<file path="src/rtl/reg_write_arbiter.sv">
// Arbitrates two writeback sources onto the single register-file write port (1-cycle registered write).
// Ready is combinational and goes to at most one valid port per cycle; the loser simply waits.
module reg_write_arbiter #(
    parameter int XLEN  = 32,
    parameter int AW    = 5,
    parameter int RR    = 0,
    parameter int CNT_W = 16
) (
    input  logic             clk,
    input  logic             reset,
    input  logic             a_valid,
    output logic             a_ready,
    input  logic [AW-1:0]    a_addr,
    input  logic [XLEN-1:0]  a_data,
    input  logic             b_valid,
    output logic             b_ready,
    input  logic [AW-1:0]    b_addr,
    input  logic [XLEN-1:0]  b_data,
    input  logic [AW-1:0]    q1_addr,
    input  logic [AW-1:0]    q2_addr,
    output logic             hazard1,
    output logic             hazard2,
    output logic             write_en,
    output logic [AW-1:0]    write_addr,
    output logic [XLEN-1:0]  write_value,
    output logic [CNT_W-1:0] conflict_cnt
);

    logic            rr_ptr;   // 0 = A goes next on a conflict, 1 = B
    logic            both;
    logic            grant_a;
    logic            grant_b;
    logic [AW-1:0]   sel_addr;
    logic [XLEN-1:0] sel_data;

    assign both = a_valid & b_valid;

    always_comb begin
        grant_a = 1'b0;
        grant_b = 1'b0;
        if (!reset) begin
            if (both) begin
                if (RR != 0) begin
                    grant_a = ~rr_ptr;
                    grant_b = rr_ptr;
                end else begin
                    grant_b = 1'b1;
                end
            end else begin
                grant_a = a_valid;
                grant_b = b_valid;
            end
        end
    end

    assign a_ready  = grant_a;
    assign b_ready  = grant_b;
    assign sel_addr = grant_b ? b_addr : a_addr;
    assign sel_data = grant_b ? b_data : a_data;

    always_ff @(posedge clk) begin
        if (reset) begin
            write_en    <= 1'b0;
            write_addr  <= '0;
            write_value <= '0;
            rr_ptr      <= 1'b0;
        end else begin
            // x0 writes are accepted but dropped; addr/value keep the last real write
            write_en <= (grant_a | grant_b) && (sel_addr != '0);
            if ((grant_a | grant_b) && (sel_addr != '0)) begin
                write_addr  <= sel_addr;
                write_value <= sel_data;
            end
            if (both && (RR != 0)) begin
                rr_ptr <= ~rr_ptr;
            end
        end
    end

    always_ff @(posedge clk) begin
        if (reset) begin
            conflict_cnt <= '0;
        end else if (both && (conflict_cnt != '1)) begin
            conflict_cnt <= conflict_cnt + CNT_W'(1);
        end
    end

    // A read hazards on anything requested or already on the write port, granted or not
    assign hazard1 = (q1_addr != '0) &&
                     ((a_valid && a_addr == q1_addr) ||
                      (b_valid && b_addr == q1_addr) ||
                      (write_en && write_addr == q1_addr));
    assign hazard2 = (q2_addr != '0) &&
                     ((a_valid && a_addr == q2_addr) ||
                      (b_valid && b_addr == q2_addr) ||
                      (write_en && write_addr == q2_addr));

endmodule
</file>
<file path="config.mk">
export PLATFORM = sky130hd
export DESIGN_NAME = reg_write_arbiter
export DESIGN_NICKNAME = d
export VERILOG_FILES = /design/src/rtl/reg_write_arbiter.sv
export SDC_FILE = /design/constraint.sdc
export NUM_CORES = 1
export LEC_CHECK = 0
export ABC_AREA = 1
export ABC_CLOCK_PERIOD_IN_PS = 2000
export CORE_ASPECT_RATIO = 1.25
export CORE_UTILIZATION = 45
export CTS_BUF_LIST = sky130_fd_sc_hd__clkbuf_8
export CTS_CLUSTER_DIAMETER = 40
export DETAILED_ROUTE_END_ITERATION = 16
export GPL_TIMING_DRIVEN = 0
export PLACE_DENSITY = 0.89
export SYNTH_ARGS = -nofsm -noshare
export SYNTH_HDL_FRONTEND = slang
export SYNTH_SLANG_ARGS = --single-unit
</file>
<file path="constraint.sdc">
create_clock -name clk -period 2 [get_ports clk]
set_clock_uncertainty 0.15 [all_clocks]
set_input_delay 0.2 -clock clk [delete_from_list [all_inputs] [get_ports clk]]
set_output_delay 0.2 -clock clk [all_outputs]
set_load 0.05 [all_outputs]
</file>
Word-level counts from Yosys, hierarchy flattened --
Cells that the tools add are included.
Cells by class: multiplexer cells 6, reduce and logical (&&, ||, !) cells 17, bitwise operators 2, equality and inequality tests 7, add/sub/neg operators 1
Operators with widths (count):
- 2-to-1 mux 32 bit | 1
- equality test 5 bit | 6
- adder 16 x 1 -> 16 bit, second input constant | 1
- != test 16 bit, second input constant | 1
- nonzero test 5 bit | 3
- logical AND 1 bit | 10
- 2-to-1 mux 5 bit | 1
- logical OR 1 bit | 4
- 2-to-1 mux 1 bit | 4
- AND 1 bit | 1
- bitwise OR 1 bit | 1
Storage, ports and cells: register bits after elaboration 54

Longest topological paths before layout --
word-level depth 6, gate-level depth with buffers 13, depth with buffers taken out 9

Least setup slack after synthesis --
No wires, ideal clock.
path kind register to register, start reg conflict_cnt[0], end reg conflict_cnt[13], data arrival time 1834 ps, setup time 132 ps, setup slack -116 ps, buffers on the path 1, clock period less this slack 2116 ps, stages on the path, launching flop included 10, cells stage by stage dfxtp_1 -> ha_1 -> nand3_1 -> nor2_1 -> nand2_1 -> nor2_1 -> nor2_1 -> clkbuf_1 -> nand2_1 -> a21oi_1
Between the ends: cells in the longest elaborated chain, start to end 2, elaborated cells on any way between the ends 3, classes of those cells 1 x add/sub; 1 x eq/ne; 1 x reduce/logical
RTL lines:
- from (decl) | RTL line 26 | output logic [CNT_W-1:0] conflict_cnt
- from (signal assigned) | RTL line 84 | conflict_cnt <= conflict_cnt + CNT_W'(1);
- parallel branches: the longest is 2 deep, another holds adder 16 x 1 -> 16 bit
Parallel ways; which one is timed is not known. A chain may end at the register's enable or synchronous reset.

Final worst setup path --
start reg write_addr[1], end out write_addr[1]
RTL lines:
- from (decl) | RTL line 24 | output logic [AW-1:0] write_addr,
- from (signal assigned) | RTL line 71 | write_addr <= sel_addr;
No word-level cell between the ends.

==> metrics.log <==
INFO  metric count_of_endpoints_failing_setup_in_the_final_report = 0
INFO  metric dr.pass1.iters = 4
INFO  metric grt.met2_usage = 48.9%
INFO  metric critical_path.startpoint = write_addr[1]
INFO  metric crit_slowest_cell = clkdlybuf4s50_1
INFO  metric instances_no_fill = 878
INFO  metric floorplan.die_area = 8360 um2
INFO  metric timing.final.crit_period = 1960 ps
INFO  metric fin_worst_hold_slack = 71.0 ps
INFO  metric worstHoldPathType = in2reg
INFO  metric path_max_fanout = 5
INFO  metric area_delta_synth_final = 46.6%
INFO  metric drt-vias-per-instance = 5.02
INFO  metric detailed_placement_hpwl = 8660 um
INFO  metric power.combinational.fraction = 36.3%
INFO  metric fp.dieW = 82.0 um
INFO  metric maxCapViolCount = 0
INFO  metric hold_viol_final = 0
INFO  metric max-slew-margin-rel = 63.3%
INFO  metric drt-initial-drc-count = 114
INFO  metric clockBufferDepth = 2
INFO  metric placeable_core_area = 7790 um2
INFO  metric sequential_area_share_after_synthesis = 30.1%
INFO  metric regArea = 1090 um2
INFO  metric crit_type = reg2out
INFO  metric status = completed
INFO  metric cell_internal_pwr = 1800 uW
INFO  metric post_synth_main_area_contributors = dfxtp_1, nand2_1, nor2_1
INFO  metric timing.critical_path.from_type = flip-flop
INFO  metric synth_nets = 721
INFO  metric synth_cell_type_count = 26
INFO  metric crit_path_max_incr_delay = 860 ps
INFO  metric clockPowerShare = 21.1%
INFO  metric avgSynthCellArea = 5.69 um2
INFO  metric groute.layer.met1.usage = 32.1%
INFO  metric grt_max_degree = 16
INFO  metric via_count_of_the_first_global_routing_pass = 4029
INFO  metric pwr-share-seq = 42.6%
INFO  metric hold_path.startpoint = reset
INFO  metric clock_latency_late_sink = 300 ps
INFO  metric min_path_cells = 4
INFO  metric worstPathBufferInverterCount = 1
INFO  metric dr_total_vias = 4410
INFO  metric cp_num_cells = 1
INFO  metric drive_above_1_share = 5.75%
INFO  metric yosys.area.top_type = dfxtp_1
INFO  metric path_delay_family = buffers and inverters
INFO  metric worst-r2r-cell-count = 9
INFO  metric synth_seq_cells = 54
INFO  metric cts_sinks = 54
INFO  metric worst_endpoint_required_time = 1650 ps
INFO  metric endpoint_kind = output pin
INFO  metric cts.repair_timing.setup_buffer_count = 0
INFO  metric clock.fmax = 511 MHz
INFO  metric floorplan.die.height = 102 um
INFO  metric initial_utilization = 46.2%
INFO  metric timing.critical_path.cells = clkdlybuf4s50_1
INFO  metric post_drt_wl_per_cell = 12.6 um
INFO  metric grt_use_total = 26.8%
INFO  metric port_buf_inserts = 143
INFO  metric finish.net_count = 872
INFO  metric p_leak = 0.00252 uW
INFO  metric cts-htree-levels = 2
INFO  metric cts_tree = done
INFO  metric drt_antenna_net_count = 0
INFO  metric total_standard_cell_area_after_synthesis = 3600 um2
INFO  metric synthesis.instances = 632
INFO  metric clk_root_buf = clkbuf_8
INFO  metric drv_slew = 0
INFO  metric synth_top_cell_area_share = 30.1%
INFO  metric end_of_flow_core_utilization = 67.7%
INFO  metric grt_antenna_before_repair = 0
INFO  metric place.gp.congestion = 0.905
INFO  metric yosys_warnings = 0
INFO  metric crit-reg2reg-launch = conflict_cnt[0]
INFO  metric swShare = 35.9%
INFO  metric cp_data_arrival_time = 1610 ps
INFO  metric drt_wl_total = 11100 um
INFO  metric finalCritPeriodShare = 97.9%
INFO  metric cellPowerDensity = 533 nW/um2
INFO  metric io-pin-count = 146
INFO  metric fp-row-count = 36
INFO  metric grt_pass1_wl = 17800 um
INFO  metric cts_inserted_buffers = 5
INFO  metric worst-slew-pin-transition = 549 ps
INFO  metric peakVddDrop = 377 uV
INFO  metric fillCellCount = 744
INFO  metric switchingPower = 1010 uW
INFO  metric drt_drc_violations_left = 0
INFO  metric grt_overflow = 0
INFO  metric cts.clk_slew.worst_paths = 90 ps
INFO  metric grt_met3_use = 3.66%
INFO  metric combined_area_of_the_multi_input_logic_cells = 2070 um2
INFO  metric n_diodes = 0
INFO  metric gr-max-usage-layer = met2
INFO  metric post_placement_cell_count = 870
[sequential cells by signal (all words and copies together), names as in the netlist]
register / cells
write_addr: 5
write_en: 1
write_value: 32
conflict_cnt: 16
[cells in the final DEF, fill, tap and decap left out, types with 3 or more instances in the layout]
cell,netlist,routed
nand3b_1,3,3
dfxtp_2,0,4
dfxtp_1,54,50
dlymetal6s2s_1,0,8
nor2_1,79,77
clkbuf_2,0,4
clkdlybuf4s50_1,0,131
buf_2,9,8
a21oi_1,57,57
nand3_1,56,56
nand4_1,5,5
o21ai_0,15,15
nor3_1,8,8
clkbuf_1,11,10
nor2_2,1,3
xor2_1,5,5
buf_6,6,7
inv_2,0,3
nand2_1,225,224
clkbuf_8,0,5
o22ai_1,8,8
buf_1,6,3
inv_1,73,71
[worst paths after layout]
| path | to | slack (ps) |
|---|---|---|
| max | write_addr[1] | 40 |
| min | conflict_cnt[0] | 70 |
| max reg2reg | conflict_cnt[7] | 130 |
| min reg2reg | write_value[2] | 340 |
[Yosys cell counts]
cell type and n:
a21oi_1 57, and2_1 2, buf_1 6, buf_2 9, buf_6 6, clkbuf_1 11
dfxtp_1 54, ha_1 1, inv_1 73, inv_6 1, nand2_1 225, nand2_2 1
nand3_1 56, nand3_2 1, nand3b_1 3, nand4_1 5, nor2_1 79, nor2_2 1
nor2_4 1, nor3_1 8, o21ai_0 15, o21ai_1 1, o22ai_1 8, or2_2 1
xnor2_1 2, xor2_1 5
[tightest hold or removal path, cell delays in order]
cell     delay (ps)
buf_6           120
inv_6            60
o21ai_0          70
nor2_1           50
[layer usage]
| layer | vias up | wire, um |
|---|---|---|
| li1 | 2275 | - |
| met1 | 1974 | 4540 |
| met2 | 148 | 5740 |
| met3 | 13 | 641 |
| met4 | 0 | 146 |
| met5 | - | 0 |
[cell families (layout without fill, tap and decap cells)]
logic type      after synthesis  after routing  share of synthesized area, %
compound gates               81             81                          11.5
xor+xnor                      7              7                          1.70
fa+ha+maj                     1              1                         0.348
buf+inv                     106            257                          12.8
simple gates                383            383                          43.6
flops                        54             54                          30.1
[final cells by class]
cell class                      instances  area share (%)
Buffer                                 32            3.53
Clock buffer                            5            1.30
Clock inverter                          2           0.213
Inverter                               74            5.36
Multi-Input combinational cell        472            39.2
Sequential cell                        54            20.6
Tap cell                               95            2.25
Timing Repair Buffer                  144            27.6
[through the flow]
stage,TNS (ps),setup WS (ps),total power [uW],area [um2]
global route,-90.4,-27.9,2940,5280
CTS,0,0.834,2820,5230
detailed placement,-7970,-589,2230,5150
global placement,-6940,-582,2220,5150
floorplan,0,92.5,1810,3600
finish,0,41.8,2810,5280
[power by group through the flow]
stage               clock [uW]  sequential [uW]  combinational, uW
floorplan                    0             1440                372
global placement             0             1220               1000
global route               633             1210               1100
finish                     594             1200               1020
detailed placement           0             1220               1020
CTS                        604             1200               1020
[repair_timing]
item | 4_1_cts | 5_1_grt
setup endpoints to repair | 14 | 47
hold buffers | 1 | 0
hold endpoints to repair | 2 | 0
gates resized for setup | 15 | 26
(Power assumes the default switching activity.)
